### src/rtl/nn_frame_scheduler.sv
// Frame scheduler for the fixed-latency NN datapath: credit-gated launch, tag
// tracking through the pipeline, FWFT result FIFO and flush/drain control.
module nn_frame_scheduler #(
  parameter int WIDTH          = 16,
  parameter int SYS_INPUT_SIZE = 10,
  parameter int PIPE_LATENCY   = 8,
  parameter int FIFO_DEPTH     = 8
) (
  input  logic                                 clk,
  input  logic                                 rst,
  input  logic                                 s_valid,
  output logic                                 s_ready,
  input  logic signed [WIDTH*SYS_INPUT_SIZE-1:0] s_data,
  output logic [WIDTH*SYS_INPUT_SIZE-1:0]      nn_in_data,
  input  logic [WIDTH-1:0]                     nn_out_data,
  output logic                                 m_valid,
  input  logic                                 m_ready,
  output logic [WIDTH-1:0]                     m_data,
  input  logic                                 flush,
  output logic                                 flush_done,
  output logic [$clog2(FIFO_DEPTH+1)-1:0]      inflight,
  output logic [15:0]                          result_count,
  output logic                                 err_overflow
);

  localparam int unsigned CW = $clog2(FIFO_DEPTH + 1);
  localparam int unsigned PW = $clog2(FIFO_DEPTH);

  typedef enum logic [1:0] {
    RUN   = 2'd0,
    DRAIN = 2'd1,
    DONE  = 2'd2
  } state_t;

  state_t            state, state_next;
  logic [PIPE_LATENCY:0] tag;
  logic [CW-1:0]     fifo_count;
  logic [PW-1:0]     wr_ptr, rd_ptr;
  logic [WIDTH-1:0]  mem [FIFO_DEPTH];
  logic [CW:0]       occupancy;
  logic              accept, push, push_ok, pop, full;

  // Credits = FIFO_DEPTH - fifo_count - inflight; s_ready needs at least one.
  assign occupancy = {1'b0, fifo_count} + {1'b0, inflight};
  assign s_ready   = !rst && (state == RUN) && (occupancy < (CW+1)'(FIFO_DEPTH));

  assign accept  = s_valid && s_ready;
  assign push    = tag[PIPE_LATENCY];
  assign full    = (fifo_count == CW'(FIFO_DEPTH));
  assign push_ok = push && !full;
  assign m_valid = (fifo_count != '0);
  assign pop     = m_valid && m_ready;
  assign m_data  = mem[rd_ptr];

  always_ff @(posedge clk) begin
    if (rst) begin
      state        <= RUN;
      tag          <= '0;
      nn_in_data   <= '0;
      inflight     <= '0;
      fifo_count   <= '0;
      wr_ptr       <= '0;
      rd_ptr       <= '0;
      result_count <= '0;
      err_overflow <= 1'b0;
    end else begin
      state <= state_next;
      tag   <= {tag[PIPE_LATENCY-1:0], accept};
      if (accept) nn_in_data <= s_data;

      case ({accept, push})
        2'b10:   inflight <= inflight + 1'b1;
        2'b01:   inflight <= inflight - 1'b1;
        default: inflight <= inflight;
      endcase

      case ({push_ok, pop})
        2'b10:   fifo_count <= fifo_count + 1'b1;
        2'b01:   fifo_count <= fifo_count - 1'b1;
        default: fifo_count <= fifo_count;
      endcase

      if (push && full) err_overflow <= 1'b1;
      if (push_ok) wr_ptr <= wr_ptr + 1'b1;
      if (pop) begin
        rd_ptr       <= rd_ptr + 1'b1;
        result_count <= result_count + 16'd1;
      end
    end
  end

  always_ff @(posedge clk) begin
    if (!rst && push_ok) mem[wr_ptr] <= nn_out_data;
  end

  always_comb begin
    state_next = state;
    flush_done = 1'b0;
    case (state)
      RUN:     if (flush) state_next = DRAIN;
      DRAIN:   if (inflight == '0 && fifo_count == '0) state_next = DONE;
      DONE: begin
        flush_done = 1'b1;
        state_next = RUN;
      end
      default: state_next = RUN;
    endcase
  end

endmodule

### config.mk
export PLATFORM = sky130hd
export DESIGN_NAME = nn_frame_scheduler
export DESIGN_NICKNAME = d
export VERILOG_FILES = /design/src/rtl/nn_frame_scheduler.sv
export SDC_FILE = /design/constraint.sdc
export NUM_CORES = 1
export LEC_CHECK = 0
export CORE_ASPECT_RATIO = 1.25
export CORE_MARGIN = 8
export CORE_UTILIZATION = 50
export DETAILED_ROUTE_END_ITERATION = 10
export PLACE_DENSITY_LB_ADDON = 0.2
export SYNTH_ARGS = -nofsm -noshare
export SYNTH_HDL_FRONTEND = slang
export SYNTH_SLANG_ARGS = --single-unit
### constraint.sdc
create_clock -name clk -period 7.9 [get_ports clk]
set_clock_uncertainty 0.2 [all_clocks]
set_input_delay 1.58 -clock clk [delete_from_list [all_inputs] [get_ports clk]]
set_output_delay 1.58 -clock clk [all_outputs]
set_load 0.03 [all_outputs]
==> flow_summary.ini, run 1 <==
[yosys]
synthArstFlopShare = 0
synth_edf_count = 128
synth_area_sq_mm = 0.0123
syn_inst = 1108
ys_types = 41
synth.yosys.seq_area_share = 0.644
yosysWarningCount = 0
synth_seq_cells = 333
syn_nets = 1303
avgSynthCellArea_sq_um = 11.1
ys.flop_type = dfxtp_1

[drt]
routedWlPerCell_um = 20.7
dr.pass1.iters = 5
drt_iter0_drc = 589
drcViolationCount = 0
wl_um = 37500
vias_per_cell = 5.25
num_vias = 9540
ant_nets = 0

[clock_network]
cts_root_buf = clkbuf_16
post-cts-setup-buffers = 0
cts-resized-gates = 0
clk_pin_slew_worst_paths_ns = 0.07
cts_buffers = 31
clock_latency_ns = 0.55
cts_tree = yes
max-clock-path-buffers = 3
clock_sinks = 333
cts_hold_buffers = 0
h-tree-depth = 1

[floorplan]
coreArea_sq_mm = 0.0243
rows = 64
die-area_sq_mm = 0.0300
dieHeight_um = 192
io_pins = 381
initial_core_util = 0.507
die_x_um = 157

[worst_setup_path]
crit_path_end_kind = flip-flop
arrival_ns = 5.21
cp_data_required_time_ns = 8.17
crit_path_start_kind = input pin
crit_type = in2reg
cp_max_fo = 100

[global_routing]
grt_max_degree = 108
met1_usage = 0.272
grt_use_met3 = 0.101
grtUsageTotal = 0.244
grt-busiest-layer = met2
grt_use_met2 = 0.417
grt_pass1_wl_um = 56200
antenna_found_initial = 3
grt_pass1_vias = 9571
gr-total-overflow = 0

[power]
leakagePower_nw = 5.80
powerDensity_mw_per_mm2 = 218
ir_worst_vdd_uv = 236
power.total_mw = 3.77

[place]
hpwl_um = 26300
gp_congestion = 0.865
dp_slack_ns = 2.36
dpl_cell_area_sq_mm = 0.0163
portBuffers = 380

[run]
cap_violations = 0

[sta]
tns_ns = 0
worst_slack_ns = 2.96
rsz0062_at_grt = false
tightest_slew_ns = 1.15
finalCritPeriodShare = 0.625
clock.fmax_ghz = 0.202
slew_headroom = 0.233
slew_violations = 0
timing.final.hold_violations = 0
fin_hold_ws_ns = 0.233
fin_crit_ns = 4.94
finalSetupViolCount = 0

[status]
status = complete, no violations

[cells_and_area]
layout_common_cells = clkdlybuf4s50_1 (379), nand2_1 (334), dfxtp_1 (203)
nets = 1653
final_area_sq_mm = 0.0173
drive_above_1_share = 0.0816
area_delta_synth_final_pct = 40.1
fill_cells = 1761
mostFrequentLayoutCell = clkdlybuf4s50_1

[worst_hold_path]
hp-class = reg2reg
[layout make-up]
class                           instances  area [sq um]  area share
Sequential cell                       333          7950       0.460
Multi-Input combinational cell        692          4030       0.233
Timing Repair Buffer                  389          3870       0.224
Clock buffer                           36           805      0.0465
Tap cell                              330           413      0.0239
Clock inverter                         21           174      0.0101
Inverter                               11          43.8     0.00253
Antenna cell                            4          10.0    0.000579
[report_power, final]
group	internal (mW)	total [mW]	switching [mW]
clock network	0.796	1.44	0.641
registers	1.84	1.87	0.0302
logic	0.202	0.464	0.263
[cell usage after synthesis (2+ instances only)]
| library cell | instances | area share |
|---|---|---|
| clkbuf_1 | 36 | 0.011 |
| and4_1 | 2 | 0.0014 |
| nor4_1 | 3 | 0.0015 |
| inv_1 | 9 | 0.0027 |
| buf_1 | 2 | 0.00061 |
| nor2_1 | 34 | 0.010 |
| nor3_1 | 4 | 0.0016 |
| mux4_2 | 32 | 0.058 |
| xnor2_1 | 4 | 0.0028 |
| nand3_1 | 10 | 0.0041 |
| a21oi_1 | 180 | 0.073 |
| mux2_2 | 16 | 0.015 |
| dfxtp_1 | 205 | 0.33 |
| nand2_1 | 334 | 0.10 |
| and3_1 | 5 | 0.0025 |
| buf_6 | 11 | 0.010 |
| buf_4 | 2 | 0.0012 |
| nand4_1 | 3 | 0.0015 |
| or3_2 | 2 | 0.0012 |
| or4_1 | 8 | 0.0049 |
| xor2_1 | 12 | 0.0085 |
| o21ai_0 | 3 | 0.0012 |
| o31ai_1 | 6 | 0.0036 |
| buf_2 | 21 | 0.0085 |
| ha_1 | 12 | 0.012 |
| nor2b_1 | 9 | 0.0046 |
| edfxtp_1 | 128 | 0.31 |
| fa_1 | 2 | 0.0032 |
[per-layer routing]
layer	share of wire	vias up
met5	0	-
met4	0.025	0
met3	0.11	59
met2	0.50	382
met1	0.37	4583
li1	-	4516
[cells by family after synthesis]
| kind of cell | synth area share |
|---|---|
| xor gates and xnor gates | 0.0114 |
| and+or+nand+nor | 0.139 |
| DFF | 0.644 |
| adders and majority gates | 0.0154 |
| buffers and inverters | 0.0347 |
| AOI/OAI and AO/OA | 0.0830 |
| muxes | 0.0730 |
[per-stage QoR]
stage,cells,util
after global routing,1815,0.710
after CTS,1812,0.710
after floorplan,1108,-
after global placement,1755,0.670
final,1816,0.710
after detailed placement,1755,0.670
[critical path, cell delays in order]
cell and delay [ns]:
buf_6 0.25, nor2_1 0.28, o2111a_4 0.86, inv_4 0.52, ha_1 0.40, ha_1 0.33, a21oi_1 0.20, a21oi_1 0.11
or4_1 0.47, a21oi_1 0.15
[final timing paths]
| check | startpoint | to | slack [ns] | cells after the start |
|---|---|---|---|---|
| setup / recovery | rst | inflight[3]$_SDFFE_PP0P_ | 2.96 | 10 |
| hold / removal | tag[1]$_SDFF_PP0_ | tag[2]$_SDFF_PP0_ | 0.23 | 1 |
| setup reg to reg | fifo_count[3]$_SDFFE_PP0P_ | inflight[3]$_SDFFE_PP0P_ | 3.15 | 10 |
| hold reg to reg | tag[1]$_SDFF_PP0_ | tag[2]$_SDFF_PP0_ | 0.23 | 1 |
[flip-flops by register name (all words and copies together) (netlist names), named ones only]
signal / cells
mem: 128
result_count: 16
tag: 9
nn_in_data: 160
wr_ptr: 3
rd_ptr: 3
state: 2
inflight: 4
err_overflow: 1
fifo_count: 4
(Power assumes the default switching activity.)
==> run 2: changes to the inputs <==
- CORE_UTILIZATION: 50 -> 47
- clock period: 7.9 -> 4.71 ns (I/O delays scaled with it)
==> flow_summary.ini, run 2 (synthesis gave the netlist of run 1 again) <==
[clock_network]
clock_latency_ns = 0.50
post-cts-setup-buffers = 0
cts_tree = yes
cts-resized-gates = 0
cts_hold_buffers = 0
h-tree-depth = 2
cts_buffers = 34
clk_pin_slew_worst_paths_ns = 0.06
clock_sinks = 333
cts_root_buf = clkbuf_16
max-clock-path-buffers = 3

[sta]
finalCritPeriodShare = 0.857
slew_violations = 0
tns_ns = 0
timing.final.hold_violations = 0
fin_crit_ns = 4.03
fin_hold_ws_ns = 0.238
finalSetupViolCount = 0
rsz0062_at_grt = false
slew_headroom = 0.261
tightest_slew_ns = 1.11
clock.fmax_ghz = 0.248

[power]
ir_worst_vdd_uv = 261
pwr-share-seq = 0.473
leakagePower_nw = 5.93
clkPwrFrac = 0.410
p_comb_frac = 0.117
switchingPower_mw = 1.56
power.internal_mw = 5.05
powerDensity_mw_per_mm2 = 378
swShare = 0.236

[worst_setup_path]
arrival_ns = 2.89
slowest_stage = dfxtp_2
crit_family = buffers and inverters
critPathBufInv = 2
rrSetupSlack_ns = 1.29
crit_path_start_kind = flip-flop
cp_cell_sequence = buf_4 > mux4_2 > mux2_2 > clkdlybuf4s50_1
crit_path_end_kind = output port
reg2reg_to = inflight[3]$_SDFFE_PP0P_
reg2regPathDepth = 10
cp_data_required_time_ns = 3.57
critPathMaxStageDelay_ns = 0.63
crit_type = reg2out
cp_max_fo = 14
r2r-start = fifo_count[3]$_SDFFE_PP0P_

[drt]
ant_nets = 0
drcViolationCount = 0
dr.pass1.iters = 6
routedWlPerCell_um = 20.3
num_vias = 9374
drt_iter0_drc = 499
wl_um = 37200
vias_per_cell = 5.12

[global_routing]
grtUsageTotal = 0.228
grt_use_met3 = 0.0965
grt_max_degree = 162
gr-total-overflow = 0
grt-busiest-layer = met2
grt_pass1_vias = 9263
grt_use_met2 = 0.393
met1_usage = 0.253
grt_pass1_wl_um = 55800
antenna_found_initial = 2

[run]
cap_violations = 0

[worst_hold_path]
hp-class = reg2reg
hold_path_depth = 1
min_from = tag[5]$_SDFF_PP0_
holdPathEnd = tag[6]$_SDFF_PP0_

[cells_and_area]
final_area_sq_mm = 0.0175
layout_common_cells = clkdlybuf4s50_1 (379), nand2_1 (334), dfxtp_1 (204)
nets = 1660
regMostFlops = nn_in_data
area_delta_synth_final_pct = 41.6
reg_top3 = nn_in_data x160, mem x128, result_count x16
utilization = 0.674
mostFrequentLayoutCell = clkdlybuf4s50_1
largest_reg_flops = 160
drive_above_1_share = 0.0846

[floorplan]
die_x_um = 161
dieHeight_um = 197
io_pins = 381
die-area_sq_mm = 0.0317
initial_core_util = 0.476
rows = 66
coreArea_sq_mm = 0.0259

[place]
gp_congestion = 0.793
hpwl_um = 26100
dpl_cell_area_sq_mm = 0.0164
portBuffers = 380

[status]
status = complete, no violations
run 2: power by group through the flow:
stage	combinational [mW]	clock, mW	sequential (mW)
5_1_grt	0.828	2.88	3.14
4_1_cts	0.783	2.77	3.13
3_5_place_dp	0.779	0	3.19
2_1_floorplan	0.205	0	3.36
6_report	0.776	2.71	3.13
3_3_place_gp	0.776	0	3.18
run 2: per-layer routing:
layer | part of all wire | vias to the layer above | wire, um
met5 | 0.00035 | - | 13
met4 | 0.020 | 2 | 756
met3 | 0.11 | 41 | 3910
met2 | 0.51 | 330 | 19000
met1 | 0.36 | 4475 | 13600
li1 | - | 4526 | -
run 2: worst register-to-register path: cells and delay by family (launching register included):
kind | cells | cell delay [ns]
AND/OR/NAND/NOR | 2 | 0.89
buffers and inverters | 1 | 0.13
AO/OA/AOI/OAI | 4 | 0.78
adder cells (fa/ha/maj) | 3 | 0.88
flip-flops | 1 | 0.46
run 2: area by class of cell:
class | instances | area, sq um
fillers | 2009 | 8450
clock inverters | 16 | 184
well taps | 340 | 425
multi-input cells | 692 | 4030
diodes | 1 | 2.50
clock buffers | 44 | 940
repair buffers | 393 | 3920
flip-flops and latches | 333 | 7950
inverters | 11 | 43.8
run 2: worst max-delay path by stage:
stage	from	to	slack, ns	cells past startpoint
detailed placement	m_ready	fifo_count[3]$_SDFFE_PP0P_	1.05	9
floorplan	rst	mem[0][0]$_DFFE_PP_	1.12	3
finish	flip-flop	m_data[12]	0.68	4
global placement	m_ready	fifo_count[3]$_SDFFE_PP0P_	1.12	9
CTS	flip-flop	m_data[13]	0.59	4
global route	flip-flop	m_data[13]	0.51	4
run 2: metrics by stage:
step                      total power [mW]  instances  setup slack [ns]
final                                 6.62       1830             0.676
after global routing                  6.85       1830             0.505
after CTS                             6.68       1829             0.592
after detailed placement              3.97       1769              1.05
after global placement                3.96       1769              1.12
after floorplan                       3.57       1108              1.12
